`src/rtl/clk_div_gen.sv`:
```
// clk_div_gen: two-stage periodic strobe generator.
// A prescaler counter feeds a main counter; a one-cycle tick marks the end of
// each (pre_tc+1)*(div_tc+1) clock period. New terminal counts are loaded
// through a shadow/pending handshake and take effect only at a period boundary
// (or at once while counting is disabled), so no partial period is ever emitted.
// Optional: define CLK_DIV_TOGGLE_EN to add the clk_out 50% square-wave output.
module clk_div_gen #(
    parameter int CNT_W       = 14,
    parameter int PRE_DEFAULT = 10000,
    parameter int DIV_DEFAULT = 10000
) (
    input  logic             clk,
    input  logic             rst_n,
    input  logic             en,
    input  logic             cfg_load,
    input  logic [CNT_W-1:0] cfg_pre,
    input  logic [CNT_W-1:0] cfg_div,
`ifdef CLK_DIV_TOGGLE_EN
    output logic             clk_out,
`endif
    output logic             cfg_ack,
    output logic             tick
);

    localparam logic [CNT_W-1:0] PRE_RST = CNT_W'(PRE_DEFAULT);
    localparam logic [CNT_W-1:0] DIV_RST = CNT_W'(DIV_DEFAULT);

    logic [CNT_W-1:0] pre_cnt_q, pre_cnt_d;
    logic [CNT_W-1:0] div_cnt_q, div_cnt_d;
    logic [CNT_W-1:0] pre_tc_q,  pre_tc_d;
    logic [CNT_W-1:0] div_tc_q,  div_tc_d;
    logic [CNT_W-1:0] shd_pre_q, shd_pre_d;
    logic [CNT_W-1:0] shd_div_q, shd_div_d;
    logic             pending_q, pending_d;
    logic             tick_q,    tick_d;
    logic             ack_q,     ack_d;

    logic pre_stb;
    logic div_hit;
    logic bnd;
    logic apply;

    // Boundary detection and apply decision: a pending config lands on the
    // period boundary while running, or on the very next edge while stopped.
    always_comb begin
        pre_stb = en && (pre_cnt_q == pre_tc_q);
        div_hit = (div_cnt_q == div_tc_q);
        bnd     = pre_stb && div_hit;
        apply   = pending_q && (!en || bnd);
    end

    // Next-state for counters, terminal counts and the config handshake.
    always_comb begin
        pre_cnt_d = pre_cnt_q;
        div_cnt_d = div_cnt_q;
        pre_tc_d  = pre_tc_q;
        div_tc_d  = div_tc_q;
        shd_pre_d = shd_pre_q;
        shd_div_d = shd_div_q;
        pending_d = pending_q;
        tick_d    = bnd;
        ack_d     = apply;

        if (en) begin
            pre_cnt_d = pre_stb ? '0 : pre_cnt_q + 1'b1;
            if (pre_stb)
                div_cnt_d = div_hit ? '0 : div_cnt_q + 1'b1;
        end

        // Last load wins while pending; only one apply (and ack) follows.
        if (cfg_load) begin
            shd_pre_d = cfg_pre;
            shd_div_d = cfg_div;
            pending_d = 1'b1;
        end

        // A load arriving on the apply edge bypasses the shadow so it is not
        // left pending behind an ack that already reported it.
        if (apply) begin
            pre_tc_d  = cfg_load ? cfg_pre : shd_pre_q;
            div_tc_d  = cfg_load ? cfg_div : shd_div_q;
            pre_cnt_d = '0;
            div_cnt_d = '0;
            pending_d = 1'b0;
        end
    end

    // State registers; reset restores the default period and drops any load.
    always_ff @(posedge clk) begin
        if (!rst_n) begin
            pre_cnt_q <= '0;
            div_cnt_q <= '0;
            pre_tc_q  <= PRE_RST;
            div_tc_q  <= DIV_RST;
            shd_pre_q <= '0;
            shd_div_q <= '0;
            pending_q <= 1'b0;
            tick_q    <= 1'b0;
            ack_q     <= 1'b0;
        end else begin
            pre_cnt_q <= pre_cnt_d;
            div_cnt_q <= div_cnt_d;
            pre_tc_q  <= pre_tc_d;
            div_tc_q  <= div_tc_d;
            shd_pre_q <= shd_pre_d;
            shd_div_q <= shd_div_d;
            pending_q <= pending_d;
            tick_q    <= tick_d;
            ack_q     <= ack_d;
        end
    end

    assign tick    = tick_q;
    assign cfg_ack = ack_q;

`ifdef CLK_DIV_TOGGLE_EN
    logic clk_out_q, clk_out_d;

    // Square wave flips each boundary; a config apply restarts it low.
    always_comb begin
        clk_out_d = clk_out_q;
        if (apply)
            clk_out_d = 1'b0;
        else if (bnd)
            clk_out_d = !clk_out_q;
    end

    // Square-wave register.
    always_ff @(posedge clk) begin
        if (!rst_n)
            clk_out_q <= 1'b0;
        else
            clk_out_q <= clk_out_d;
    end

    assign clk_out = clk_out_q;
`endif

endmodule

```
`config.mk`:
```
export PLATFORM = sky130hd
export DESIGN_NAME = clk_div_gen
export DESIGN_NICKNAME = d
export VERILOG_FILES = /design/src/rtl/clk_div_gen.sv
export SDC_FILE = /design/constraint.sdc
export NUM_CORES = 1
export LEC_CHECK = 0
export ABC_AREA = 1
export BUFFER_PORTS_ARGS = -buffer_cell sky130_fd_sc_hd__buf_4
export CAP_MARGIN = 20
export CORE_MARGIN = 2
export CORE_UTILIZATION = 54
export DETAILED_ROUTE_END_ITERATION = 6
export PLACE_DENSITY = 0.78
export SKIP_CTS_REPAIR_TIMING = 1
export SLEW_MARGIN = 20
export SYNTH_ARGS = -nofsm -noshare
export SYNTH_HDL_FRONTEND = slang
export SYNTH_SLANG_ARGS = --single-unit
```
`constraint.sdc`:
```
create_clock -name clk -period 1.64 [get_ports clk]
set_input_delay 0.328 -clock clk [delete_from_list [all_inputs] [get_ports clk]]
set_output_delay 0.328 -clock clk [all_outputs]
set_load 0.1 [all_outputs]
```
# Word level (Yosys, flattened, before mapping)

Index checks and enable logic that the tools add are counted.

Flip-flop bits (word level): 87
Word-level logic and storage cells: 25

Add/sub/neg operators: 2
Eq/ne operators: 2
Muxes and demuxes: 4
Bitwise operators: 1
Reductions and logical operators: 7

Operators with widths:

| kind                                           | number |
|---|---|
| 2-to-1 mux 14 bit                              | 4 |
| adder 14 x 1 -> 14 bit (second input constant) | 2 |
| equality test 14 bit                           | 2 |
| logical AND 1 bit                              | 3 |
| AND reduction 2 bit                            | 1 |
| OR reduction 2 bit                             | 1 |
| zero test 1 bit                                | 1 |
| logical OR 1 bit                               | 1 |
| NOT 1 bit                                      | 1 |

# Depth between registers and ports, before layout

Gate-level depths: netlist of the first run.

Word-level depth: 6
Mapped depth: 15
Gate-level depth less buffers: 13

# Worst setup path before layout of the first run

No wires, ideal clock.

Path kind: input to register
Start point: input port en
End point: register div_tc_q[11]
Setup time: 0.114 ns
Arrival time: 1.485 ns
Required time: 1.526 ns
Slack: 0.041 ns
Cell stages on the path: 14
Buffers on the path: 3
Path through: buf_4 inv_2 a21oi_1 nand2_1 nor2_1 nand2_1 nor2_2 nand2_1 nand2_1 nand2_1 buf_6 buf_6 nand3_1 nand2_1

Cells in the longest elaborated chain, start to end: 4
Elaborated cells between the ends (all ways): 5

Ends and longest elaborated chain:

| item                 | RTL line | source |
|---|---|---|
| start, declared      | 14       | `input logic en,` |
| logical AND 1 bit    | 46       | `pre_stb = en && (pre_cnt_q == pre_tc_q);` |
| logical AND 1 bit    | 48       | `bnd = pre_stb && div_hit;` |
| logical OR 1 bit *   | 49       | `apply = pending_q && (!en \|\| bnd);` |
| logical AND 1 bit *  | 49       |  |
| end signal, assigned | 104      | `div_tc_q <= div_tc_d;` |
| end, declared        | 31       | `logic [CNT_W-1:0] div_tc_q, div_tc_d;` |

Every way passes the cells marked *; elsewhere a longest branch is shown, timed or not.
A chain may end at the register's enable or synchronous reset.

# Worst setup path in the final report of the first run

Start point: register pre_cnt_q[1]
End point: register div_cnt_q[6]

Cells in the longest elaborated chain, start to end: 6
Elaborated cells between the ends (all ways): 7

Ends and longest elaborated chain:

| item                         | RTL line | source |
|---|---|---|
| start, declared              | 28       | `logic [CNT_W-1:0] pre_cnt_q, pre_cnt_d;` |
| start signal, assigned       | 101      | `pre_cnt_q <= pre_cnt_d;` |
| equality test 14 bit *       | 46       |  |
| logical AND 1 bit *          | 46       |  |
| logical AND 1 bit            | 48       |  |
| logical OR 1 bit             | 49       |  |
| logical AND 1 bit            | 49       |  |
| OR reduction 2 bit (no line) | n/a      |  |
| end signal, assigned         | 102      | `div_cnt_q <= div_cnt_d;` |
| end, declared                | 29       | `logic [CNT_W-1:0] div_cnt_q, div_cnt_d;` |

Marked as above.

==> impl_metrics.py, run 1 <==
metrics = {
    "synthesis": {
        "ys_ff_latch": 87,
        "synth_top_area_share_pct": 37.5,
        "synth_ff_type": "dfxtp_1",
        "synth.net_count": 786,
        "synth.most_common_cell": "nand2_1",
        "ys.warnings.count": 0,
        "synth_area_leaders": "dfxtp_1 (37%), nand2_1 (17%), inv_1 (9.9%)",
        "synth_top_area_cell": "dfxtp_1",
        "netlist_top_cells_count": "nand2_1 (212), inv_1 (122), nor2_1 (112), dfxtp_1 (87), nand3_1 (69)",
        "ys_types": 28,
        "postSynthCellCount": 752,
        "ys_async_sr_fraction_pct": 0,
        "syn_avg_cell_area_um2": 6.18,
        "syn_area_um2": 4650,
        "synth_edf_count": 0,
        "ys_seq_area_share_pct": 37.5,
    },
    "grt": {
        "grt_antenna_before_repair": 0,
        "track_usage_pct": 24.2,
        "grt-ovfl-total": 0,
        "grt_pass1_wl_um": 19200,
        "grt_pass1_vias": 4345,
        "grt_max_degree": 58,
    },
    "setup_path": {
        "critical_path_arrival_ns": 2.06,
        "worst-setup-path-type": "reg2reg",
        "cp_data_required_time_ns": 1.93,
        "r2r-start": "pre_cnt_q[1]",
        "setup.worst_path.end_class": "flop",
        "startpoint_type": "flop",
        "worstPathMaxFanout": 6,
        "worst-r2r-setup-slack_ns": -0.13,
        "timing.rr.end": "div_cnt_q[6]",
        "rr_worst_depth": 11,
    },
    "finish": {
        "diodes": 0,
        "multi_input_area_um2": 2500,
        "regArea_um2": 1790,
        "drive_gt1_share_pct": 27.4,
        "finish.utilization_pct": 73.7,
        "area_delta_synth_final_pct": 31.6,
        "n_fill_cell": 608,
        "nNetsFinal": 879,
    },
    "timing": {
        "maxSlewViolCount": 0,
        "skew_ns": 0.0179,
        "layout_setup_ws_ns": -0.131,
        "min_period_ns": 1.77,
        "setup_violations": 50,
        "fmax_ghz": 0.565,
        "hold_viol": 0,
        "fin_crit_sh_pct": 108,
        "max_slew_margin_pct": 70.6,
        "worstMarginPinSlew_ns": 0.441,
        "rsz0062_at_grt": "yes",
    },
    "floorplan": {
        "initial_utilization_pct": 56.0,
        "std_cell_rows": 33,
        "dieWidth_um": 96.8,
        "coreArea_um2": 8300,
        "fp.dieH_um": 96.8,
        "die-area_um2": 9370,
        "ios": 34,
    },
    "worst_hold_path": {
        "worstHoldPathCells": 5,
        "min_from": "cfg_div[2]",
        "min_to": "shd_div_q[2]",
        "hold_path_class": "in2reg",
    },
    "detailed_routing": {
        "vias": 5035,
        "drtIter0Drc": 472,
        "antenna_left": 0,
        "detail_route.wirelength_um": 12700,
        "drc": 0,
        "viasPerCell": 5.28,
        "routedWlPerCell_um": 13.4,
        "first_pass_iters": 7,
    },
    "run_status": {
        "status": "complete, but fails checks",
        "violations": "setup timing",
    },
    "job": {
        "drv_cap": 0,
    },
    "power_and_ir_drop": {
        "p_total_w": 0.00452,
        "p_sw_w": 0.00120,
        "clockPowerShare_pct": 36.5,
        "powerDensity_nw_per_um2": 739,
        "switching_share_pct": 26.5,
        "pwr-share-seq_pct": 49.8,
        "p_int_w": 0.00332,
        "combPwrFrac_pct": 13.7,
        "peakVddDrop_mv": 0.605,
        "leakagePower_nw": 3.08,
    },
    "cts": {
        "htree_levels": 3,
        "clock-root-buffer": "clkbuf_8",
        "clock_latency_ns": 0.35,
        "cts_tree": "yes",
        "cts_made_buffers": 9,
        "clk_pin_slew_ns": 0.09,
        "cts_max_path_buffers": 2,
        "cts.sinks": 87,
    },
    "placement": {
        "io_buffers": 33,
        "gp_congestion": 0.938,
        "hpwlAfterDp_um": 8500,
    },
}
## through the flow
| step | setup WS, ns | area, µm² | hold WS [ns] | TNS (ns) | std cells |
|---|---|---|---|---|---|
| after detailed placement | -0.0824 | 5400 | 0.474 | -1.51 | 925 |
| final | -0.131 | 6120 | 0.330 | -2.86 | 954 |
| after global routing | -0.223 | 6120 | 0.339 | -9.55 | 954 |
| after global placement | -0.0589 | 5400 | 0.470 | -0.406 | 925 |
| after floorplan | 0.0409 | 4650 | 0.448 | 0 | 752 |
| after CTS | -0.108 | 5620 | 0.296 | -3.07 | 940 |
## kinds of logic after synthesis
group	share of synthesized area, %
simple gates	39.6
buf+inv	14.0
flops	37.5
compound gates	5.73
xor+xnor	2.64
fa+ha+maj	0.538
## worst max path at each step
| stage | end | cells after the start | from | slack (ns) |
|---|---|---|---|---|
| after floorplan | div_tc_q[11] | 14 | en | 0.04 |
| after global placement | div_cnt_q[6] | 11 | pre_cnt_q[13] | -0.06 |
| after detailed placement | div_cnt_q[6] | 11 | pre_cnt_q[13] | -0.08 |
| after CTS | div_cnt_q[6] | 11 | pre_cnt_q[13] | -0.11 |
| after global routing | pre_tc_q[6] | 14 | div_cnt_q[7] | -0.22 |
| final | div_cnt_q[6] | 11 | pre_cnt_q[1] | -0.13 |
## state kept, by name, indices dropped and copies added, names as in the netlist
| name | count |
|---|---|
| pre_cnt_q | 14 |
| shd_div_q | 14 |
| tick | 1 |
| pre_tc_q | 14 |
| cfg_ack | 1 |
| shd_pre_q | 14 |
| div_tc_q | 14 |
| div_cnt_q | 14 |
| pending_q | 1 |
## layout make-up
cell class | instances | area share (%)
Clock buffer | 9 | 2.02
Clock inverter | 6 | 1.51
Inverter | 132 | 8.20
Multi-Input combinational cell | 504 | 40.9
Sequential cell | 87 | 29.3
Tap cell | 105 | 2.15
Timing Repair Buffer | 110 | 15.8
Timing Repair inverter | 1 | 0.123
## critical path, cell delays in order, from the launching register on
cell and delay (ns):
dfxtp_4 0.37, buf_4 0.13, nand2_2 0.08, nand3_1 0.08, nor2_1 0.12, nand2_1 0.09, nor2_2 0.11, buf_4 0.18
clkinvlp_4 0.20, nor2_1 0.16, o21ai_0 0.10, nor2_1 0.08
## power by group through the flow
stage / clock (W) / sequential [W] / combinational (W)
after floorplan: 0 / 0.00229 / 0.000342
after global routing: 0.00174 / 0.00226 / 0.000690
after global placement: 0 / 0.00229 / 0.000505
after detailed placement: 0 / 0.00230 / 0.000515
after CTS: 0.00167 / 0.00225 / 0.000519
final: 0.00165 / 0.00225 / 0.000618
## placed cells by master (no fill, tap or decap), drive strengths merged, types with 3 or more instances in the layout
cell and instances:
xnor2 4, nor3 8, o21ai 37, nand3b 6, xor2 10, nor2 113
nand4 26, a21oi 6, buf 107, clkinvlp 4, nand3 69, inv 131
dfxtp 87, o211ai 3, nand2 213, clkbuf 12
## metal layers
layer  wire length (µm)  global-route usage [%]  part of all wire [%]  vias to the layer above
met2               5900                    39.3                    46                      242
li1                   -                       -                     -                     2500
met1               5500                    33.7                    43                     2256
met3               1070                    4.70                   8.4                       37
met5                  0                       0                     0                        -
met4                276                    5.42                   2.2                        0
Power figures use the tool's default switching activity.
==> inputs of run 2 (changes only) <==
Settings changed: CORE_UTILIZATION 54 to 40, PLACE_DENSITY 0.78 to 0.61, SETUP_SLACK_MARGIN set to 0.4, SKIP_LAST_GASP set to 1.
==> impl_metrics.py, run 2 (same netlist as run 1, synthesis figures left out) <==
metrics = {
    "setup_path": {
        "setup.worst_path.end_class": "flop",
        "worstPathMaxFanout": 5,
        "worst-setup-path-type": "reg2reg",
        "r2r-start": "pre_cnt_q[10]",
        "startpoint_type": "flop",
        "cp_data_required_time_ns": 1.87,
        "timing.rr.end": "pre_cnt_q[9]",
        "critical_path_arrival_ns": 1.93,
        "rr_worst_depth": 13,
        "worst-r2r-setup-slack_ns": -0.06,
    },
    "power_and_ir_drop": {
        "p_sw_w": 0.00135,
        "switching_share_pct": 26.7,
        "powerDensity_nw_per_um2": 797,
        "leakagePower_nw": 3.15,
        "pwr-share-seq_pct": 44.8,
        "peakVddDrop_mv": 0.502,
        "p_int_w": 0.00370,
        "combPwrFrac_pct": 12.4,
        "clockPowerShare_pct": 42.8,
    },
    "detailed_routing": {
        "first_pass_iters": 5,
        "drtIter0Drc": 241,
        "drc": 0,
        "routedWlPerCell_um": 12.2,
        "vias": 4822,
        "detail_route.wirelength_um": 12200,
        "viasPerCell": 4.80,
        "antenna_left": 0,
    },
    "floorplan": {
        "coreArea_um2": 11400,
        "die-area_um2": 12500,
        "fp.dieH_um": 112,
        "std_cell_rows": 39,
        "ios": 34,
        "initial_utilization_pct": 40.9,
        "dieWidth_um": 112,
    },
    "finish": {
        "nNetsFinal": 891,
        "drive_gt1_share_pct": 27.7,
        "fin_area_um2": 6330,
        "area_delta_synth_final_pct": 36.2,
        "mostFrequentLayoutCells": "nand2_1 (189), inv_1 (117), buf_4 (109), nor2_1 (98), nand3_1 (60)",
        "diodes": 0,
        "layout_commonest_cell": "nand2_1",
    },
    "grt": {
        "track_usage_pct": 19.5,
        "grt-ovfl-total": 0,
        "grt_antenna_before_repair": 0,
        "grt_pass1_wl_um": 20200,
        "grt_pass1_vias": 4488,
        "grt_max_degree": 58,
    },
    "cts": {
        "clk_pin_slew_ns": 0.07,
        "cts.sinks": 87,
        "clock_latency_ns": 0.34,
        "cts_tree": "yes",
        "cts_max_path_buffers": 2,
        "htree_levels": 3,
        "clock-root-buffer": "clkbuf_16",
        "cts_made_buffers": 9,
    },
    "run_status": {
        "status": "complete, but fails checks",
        "violations": "setup timing",
    },
    "timing": {
        "skew_ns": 0.00485,
        "max_slew_margin_pct": 69.6,
        "min_period_ns": 1.70,
        "rsz0062_at_grt": "yes",
        "fin_crit_sh_pct": 104,
        "fmax_ghz": 0.588,
        "hold_viol": 0,
        "setup_violations": 55,
        "worstMarginPinSlew_ns": 0.455,
        "layout_setup_ws_ns": -0.0593,
        "maxSlewViolCount": 0,
    },
    "worst_hold_path": {
        "min_to": "shd_div_q[5]",
        "min_from": "cfg_div[5]",
        "worstHoldPathCells": 5,
        "hold_path_class": "in2reg",
    },
    "placement": {
        "io_buffers": 33,
        "hpwlAfterDp_um": 8900,
        "place_area_um2": 5570,
        "place_ws_ns": -0.106,
        "gp_congestion": 0.872,
    },
    "job": {
        "drv_cap": 0,
    },
}
==> run 2: cell type report <==
type,count,area (µm²)
sequential,87,1800
fill,1104,5040
multi-input combinational,504,2470
clock buffer,9,225
timing repair buffer,123,1060
clock inverter,7,86.3
tap,143,179
inverter,132,504
==> run 2: worst max-delay path by stage <==
stage                  startpoint      endpoint  slack [ns]
floorplan            div_cnt_q[3]  div_tc_q[11]        0.11
finish              pre_cnt_q[10]  pre_cnt_q[9]       -0.06
global route          pre_tc_q[5]   pre_tc_q[6]       -0.20
detailed placement   pre_cnt_q[0]  pre_cnt_q[8]       -0.11
CTS                  pre_cnt_q[0]  pre_cnt_q[8]       -0.13
global placement     pre_cnt_q[0]  pre_cnt_q[8]       -0.08
==> run 2: metrics by stage <==
| stage | utilization (%) | TNS (ns) | cells | power, W | hold slack, ns |
|---|---|---|---|---|---|
| 2_1_floorplan | - | 0 | 752 | 0.00264 | 0.448 |
| 3_3_place_gp | 49.0 | -1.40 | 977 | 0.00283 | 0.468 |
| 3_5_place_dp | 49.0 | -2.52 | 977 | 0.00284 | 0.476 |
| 4_1_cts | 51.7 | -4.23 | 993 | 0.00499 | 0.307 |
| 5_1_grt | 55.7 | -10.92 | 1005 | 0.00527 | 0.344 |
| 6_report | 55.7 | -2.13 | 1005 | 0.00504 | 0.331 |
==> run 2: power groups by stage <==
stage	Combinational, W	Sequential (W)	Clock, W
floorplan	0.000355	0.00229	0
global placement	0.000531	0.00229	0
detailed placement	0.000539	0.00230	0
CTS	0.000541	0.00225	0.00220
global route	0.000706	0.00227	0.00230
finish	0.000625	0.00226	0.00216
==> run 2: routing by layer <==
metal,share of wire [%],routed length (µm),GRT usage (%),up-vias
met4,1.5,184,7.24,0
met3,4.2,513,2.29,17
met5,0,0,0,-
met1,49,5950,27.8,2154
li1,-,-,-,2532
met2,46,5580,30.5,119
==> run 2: worst max-delay path: stages, from the launching register on <==
cell       delay, ns
dfxtp_2         0.34
inv_1           0.07
nand2_1         0.09
nand2_1         0.10
nand2_1         0.06
nor2_1          0.08
nand2_1         0.07
nor2_2          0.17
nand2_2         0.09
nand2_4         0.11
nand2_8         0.10
nand2_8         0.11
clkbuf_16       0.15
nor2_2          0.04
